**src/rtl/hazard_unit.sv**
```systemverilog
// rtl/hazard_unit.sv - load-use stall and operand forwarding select for a 5-stage pipeline
// Optional stall_cnt output is built when HAZARD_STALL_CNT_EN is defined.
module hazard_unit (
  input  logic       clk,
  input  logic       rst_n,
  input  logic       id_valid,
  input  logic [4:0] id_rs1,
  input  logic [4:0] id_rs2,
  input  logic [4:0] id_rd,
  input  logic       id_reg_write,
  input  logic       id_mem_read,
  input  logic       flush,
  output logic       stall,
  output logic [1:0] fwd_rs1,
  output logic [1:0] fwd_rs2,
  output logic [4:0] ex_rd,
  output logic [4:0] mem_rd,
  output logic [4:0] wb_rd,
  output logic       wb_reg_write
`ifdef HAZARD_STALL_CNT_EN
  ,
  output logic [31:0] stall_cnt
`endif
);

  typedef struct packed {
    logic [4:0] rd;
    logic       rw;
    logic       mr;
  } slot_t;

  slot_t ex_q, mem_q, wb_q, ex_d;

  // x0 and non-writing slots never produce a hazard.
  function automatic logic hit(input slot_t s, input logic [4:0] rs);
    return s.rw && (s.rd != 5'd0) && (s.rd == rs);
  endfunction

  function automatic logic [1:0] sel(input slot_t e, input slot_t m, input slot_t w,
                                     input logic [4:0] rs);
    if (hit(e, rs))      return 2'b01;
    else if (hit(m, rs)) return 2'b10;
    else if (hit(w, rs)) return 2'b11;
    else                 return 2'b00;
  endfunction

  always_comb begin
    stall   = id_valid && !flush && ex_q.mr && (hit(ex_q, id_rs1) || hit(ex_q, id_rs2));
    fwd_rs1 = 2'b00;
    fwd_rs2 = 2'b00;
    if (id_valid) begin
      fwd_rs1 = sel(ex_q, mem_q, wb_q, id_rs1);
      fwd_rs2 = sel(ex_q, mem_q, wb_q, id_rs2);
    end
    ex_d = '0;
    if (id_valid && !stall && !flush) begin
      ex_d.rd = id_rd;
      ex_d.rw = id_reg_write;
      ex_d.mr = id_mem_read;
    end
  end

  always_ff @(posedge clk or negedge rst_n) begin
    if (!rst_n) begin
      ex_q  <= '0;
      mem_q <= '0;
      wb_q  <= '0;
    end else begin
      ex_q  <= ex_d;
      mem_q <= ex_q;
      wb_q  <= mem_q;
    end
  end

  assign ex_rd        = ex_q.rd;
  assign mem_rd       = mem_q.rd;
  assign wb_rd        = wb_q.rd;
  assign wb_reg_write = wb_q.rw;

`ifdef HAZARD_STALL_CNT_EN
  logic [31:0] stall_cnt_q, stall_cnt_d;

  always_comb begin
    stall_cnt_d = stall_cnt_q;
    if (stall && (stall_cnt_q != 32'hFFFF_FFFF)) stall_cnt_d = stall_cnt_q + 32'd1;
  end

  always_ff @(posedge clk or negedge rst_n) begin
    if (!rst_n) stall_cnt_q <= 32'd0;
    else        stall_cnt_q <= stall_cnt_d;
  end

  assign stall_cnt = stall_cnt_q;
`endif

endmodule

```
**config.mk**
```make
export PLATFORM = sky130hd
export DESIGN_NAME = hazard_unit
export DESIGN_NICKNAME = d
export VERILOG_FILES = /design/src/rtl/hazard_unit.sv
export SDC_FILE = /design/constraint.sdc
export NUM_CORES = 1
export LEC_CHECK = 0
export CAP_MARGIN = 20
export CORE_UTILIZATION = 46
export DETAILED_ROUTE_END_ITERATION = 7
export HOLD_SLACK_MARGIN = 0.1
export PLACE_DENSITY = 0.84
export REMOVE_ABC_BUFFERS = 1
export SETUP_SLACK_MARGIN = 0.05
export SLEW_MARGIN = 20
export SYNTH_ARGS = -nofsm -noshare
export SYNTH_HDL_FRONTEND = slang
export SYNTH_SLANG_ARGS = --single-unit
```
**constraint.sdc**
```tcl
create_clock -name clk -period 2.6 [get_ports clk]
set_input_delay 0.52 -clock clk [delete_from_list [all_inputs] [get_ports clk]]
set_output_delay 0.52 -clock clk [all_outputs]
set_load 0.02 [all_outputs]
```
After elaboration in Yosys (flattened, before gate mapping)
Index checks and enable logic that the tools add are counted.
Word-level totals
  register bits after elaboration: 19
  output and inout bits: 21
Operators by class
  equal/unequal tests: 6
  reductions and logical operators: 20
  mux-type cells: 9
Operators with widths (number)
  == test 5 bit: 6
  two-way mux 2 bit: 8
  nonzero test 5 bit: 3
  logical AND 1 bit: 14
  two-way mux 7 bit: 1
  zero test 1 bit: 2
  logical OR 1 bit: 1

Logic depth before layout (Yosys ltp)
  depth after elaboration: 9
  gate-level depth with buffers: 5
  gate-level depth less buffers: 5

Worst setup path before layout
Ideal clock, no wire load.
  path type: flip-flop to output port
  from: register mem_q, in the netlist mem_rd[1]
  to: output port fwd_rs1[0]
  path buffers: 0
  cell stages (with the launch flop): 6
  arrival: 1.520 ns
  setup slack: 0.560 ns
  cell sequence: dfrtp_1 or4_1 nor2_1 nor4_1 nand2b_1 a21boi_2
On the way
  cells in the longest elaborated chain, start to end: 6
RTL lines
  start: declaration: RTL line 32  | slot_t ex_q, mem_q, wb_q, ex_d;
  start signal: assignment: RTL line 70  | mem_q <= ex_q;
  nonzero test 5 bit: RTL line 36  | return s.rw && (s.rd != 5'd0) && (s.rd == rs);
  logical AND 1 bit: RTL line 36
  logical AND 1 bit *: RTL line 36
  two-way mux 2 bit *: RTL line 42  | else if (hit(m, rs)) return 2'b10;
  two-way mux 2 bit *: RTL line 41  | if (hit(e, rs)) return 2'b01;
  two-way mux 2 bit *: RTL line 51  | if (id_valid) begin
  end: declaration: RTL line 14  | output logic [1:0] fwd_rs1,
Every way passes the cells marked *; elsewhere a longest branch is shown, timed or not.

Worst setup path in the final report
  from: register wb_q, in the netlist wb_rd[2]
  to: output port fwd_rs1[1]
On the way
  cells in the longest elaborated chain, start to end: 7
RTL lines
  start: declaration: RTL line 32
  start signal: assignment: RTL line 71  | wb_q <= mem_q;
  nonzero test 5 bit: RTL line 36
  logical AND 1 bit: RTL line 36
  logical AND 1 bit *: RTL line 36
  two-way mux 2 bit *: RTL line 43  | else if (hit(w, rs)) return 2'b11;
  two-way mux 2 bit *: RTL line 42
  two-way mux 2 bit *: RTL line 41
  two-way mux 2 bit *: RTL line 51
Marks and branches as above.

==> key figures <==
Outcome
  – Outcome: finished clean

Setup path
  – CP Depth: 6
  – Crit path max-delay family: simple AND/OR/NAND/NOR gates
  – Crit path launch: wb_rd[2]
  – Crit end category: output pin
  – CP endpoint: fwd_rs1[1]
  – R2R Setup Slk: 940 ps
  – CP Data Required Time: 2080 ps
  – Crit-path slowest cell: or4_4
  – R2R Path Start: ex_rd[3]
  – Critical Path Start Type: flop
  – Critical path arrival: 1950 ps
  – Slowest stage delay, CP: 560 ps
  – CP bufs+invs: 2
  – Reg2reg path depth: 5
  – WS Path Type: flop to output pin
  – Critical R2R Capture: ex_rd[3]
  – Critical-path cell list: or4_4, nor2_4, nor4_2, buf_4, o211a_1, buf_2
  – CP max FO: 3

Timing
  – RSZ-0062 raised after global routing: yes
  – Clk_skew: 5.21 ps
  – Worst-Margin Slew: 820 ps
  – Fmax: 404 MHz
  – Final Cycle Share: 0.951
  – Slew Limit Fails: 0
  – Min cycle time layout: 2470 ps
  – Max_slew headroom: 0.452
  – Final hold vios: 0
  – Endpoints failing setup: 0

Yosys
  – Synth top area cells: dfrtp_1 44%, xnor2_1 15%, xor2_1 9.8%
  – Post-Syn Area per Cell: 10.4 µm²
  – Synth Register Bits: 19
  – EDFF count, synth: 0
  – Top cell type's share of synthesized area: 0.443
  – Cell area after synthesis: 0.00107 mm²
  – Sequential area share after synthesis: 0.443
  – Syn. warnings: 0
  – Most numerous cell in the Yosys netlist: dfrtp_1
  – Top_reg_cell synth: dfrtp_1
  – Top cells by count, synth: 19 x dfrtp_1, 18 x xnor2_1, 12 x xor2_1
  – Synth area leader: dfrtp_1
  – Synth Instances: 103
  – Yosys cell types: 19
  – Post-synth ARST share: 1.00

Power and ir drop
  – Clock power frac: 0.239
  – Switching Fraction: 0.280
  – Internal power: 456 µW
  – Sequential share of power: 0.503
  – Lkg Pwr: 0.000800 µW
  – Net Sw Power: 177 µW
  – Pwr/cell area: 377 mW/mm²
  – Peak VDD IR: 0.386 mV
  – Logic pwr share: 0.258

GRT
  – First-pass GRT wire length: 4640 µm
  – Vias in the first global route: 1058
  – Met2 global-route usage: 0.471
  – GR peak layer: met2
  – Total track usage: 0.253
  – Largest net degree at the start of global routing: 20
  – GRT overflow: 0
  – M1 GR Usage: 0.287
  – M3 GR Usage: 0.0242
  – Initial antenna violation count: 0

Die
  – Row cnt: 17
  – Core area: 0.00221 mm²
  – Die Wd: 50.3 µm
  – # IOs: 42
  – Die H: 50.3 µm
  – Starting Density: 0.485
  – DIE AREA: 0.00253 mm²

Clock tree
  – Skew-Pair Late Insertion Delay: 300 ps
  – Hold-fix buffers at CTS: 0
  – CTS Buffer Depth: 2
  – CTS tree: built
  – Clk root buf: clkbuf_4
  – Clk slew on worst S/H paths: 110 ps
  – Total clock buffers created by CTS: 3
  – CTS sink count: 19
  – Htree depth: 1

Cells and area
  – Final core occ: 0.758
  – Area Overhead vs Synth: 56.5%
  – Fraction of layout cells with a size suffix above 1: 0.280
  – Fillers: 165
  – N_diodes: 0
  – Net count, final: 183
  – Design area: 0.00168 mm²

Drt
  – DRT Wirelength: 2770 µm
  – Iter 0 DRT Violations: 15
  – Via count: 949
  – Routed Antenna Nets: 0
  – Length of the first detailed-routing pass in iterations: 4
  – WL/cell: 14.6 µm
  – Drc violations: 0
  – Via/cell ratio: 5.02

Placed design
  – PortBufs: 41
  – Placement Cell Area: 0.00159 mm²
  – GPL Wtd Cong: 0.892
  – Post-DP HPWL: 2120 µm

Flow run
  – Max Cap Viol: 0

Worst hold path
  – Hold/Removal Path Class: flop to flop
## flip-flops by register name, summed over array words and instances (netlist names)
register,count
ex_rd,5
wb_reg_write,1
wb_rd,5
ex_q,2
mem_q,1
mem_rd,5
## per-layer routing
metal  up-vias  wire length, µm
met5         -                0
met4         0               68
met3         7              135
met2        49             1430
met1       443             1130
li1        450                -
## cells in the final DEF (no fill, tap or decap), types with 2 or more instances in the layout
master and n:
clkdlybuf4s50_1 26, nand2_1 9, xnor2_1 18, xor2_1 12, buf_2 2, nor2_4 2
o211a_1 2, clkbuf_4 3, nand4_1 4, or4_4 2, nor4_2 3, dlygate4sd2_1 8
buf_4 26, nand2b_1 2, a21boi_2 2, nand3_1 2, nor2_1 7, nor3_2 2
dlymetal6s2s_1 2, dfrtp_1 19
## cell families after synthesis
kind of cell           Yosys count  synth area share
AND/OR/NAND/NOR                 37             0.175
XOR/XNOR                        30             0.245
flip-flops                      19             0.443
AO/OA/AOI/OAI                    6            0.0630
buffers and inverters           11            0.0735
## area by class of cell
| type | count | area (µm²) | area share |
|---|---|---|---|
| Sequential cell | 19 | 475 | 0.283 |
| Clock buffer | 4 | 26.3 | 0.0157 |
| Tap cell | 28 | 35.0 | 0.0209 |
| Multi-Input combinational cell | 73 | 569 | 0.339 |
| Timing Repair Buffer | 65 | 572 | 0.341 |
## worst min-delay path by stage
| stage | start | to | slack (ps) | cells after the start |
|---|---|---|---|---|
| finish | ex_q[1] | mem_q[1] | 400 | 0 |
| global route | ex_q[1] | mem_q[1] | 420 | 0 |
| CTS | ex_q[1] | mem_q[1] | 410 | 0 |
| detailed placement | ex_q[1] | mem_q[1] | 380 | 0 |
| global placement | ex_q[1] | mem_q[1] | 360 | 0 |
| floorplan | rst_n | ex_q[0] | 220 | 0 |
## timing repair
item | in CTS | in global routing
pin swaps | 4 | 6
setup buffers | 1 | 3
resized for setup | 35 | 10
setup endpoints to repair | 5 | 5
## worst register-to-register path, delay by kind of cell (launching register included)
kind	cells	cell delay [ps]
flip-flops	1	470
AND/OR/NAND/NOR	2	600
AO/OA/AOI/OAI	2	370
buffers and inverters	1	150
## power by group through the flow
stage	combinational, µW	sequential (µW)	clock (µW)
4_1_cts	152	318	154
2_1_floorplan	45.1	337	0
3_5_place_dp	152	324	0
3_3_place_gp	148	323	0
6_report	163	319	151
5_1_grt	177	321	168
## metrics by stage
stage | setup TNS, ps | hold slack [ps] | instances | total power (µW) | setup WS [ps]
after floorplan | 0 | 224 | 92 | 382 | 466
after global placement | -2050 | 364 | 181 | 471 | -445
after detailed placement | -2290 | 384 | 181 | 476 | -486
after CTS | 0 | 408 | 186 | 624 | 63.2
after global routing | 0 | 419 | 189 | 665 | 18.4
final | 0 | 402 | 189 | 633 | 127
Power figures use the tool's default switching activity.
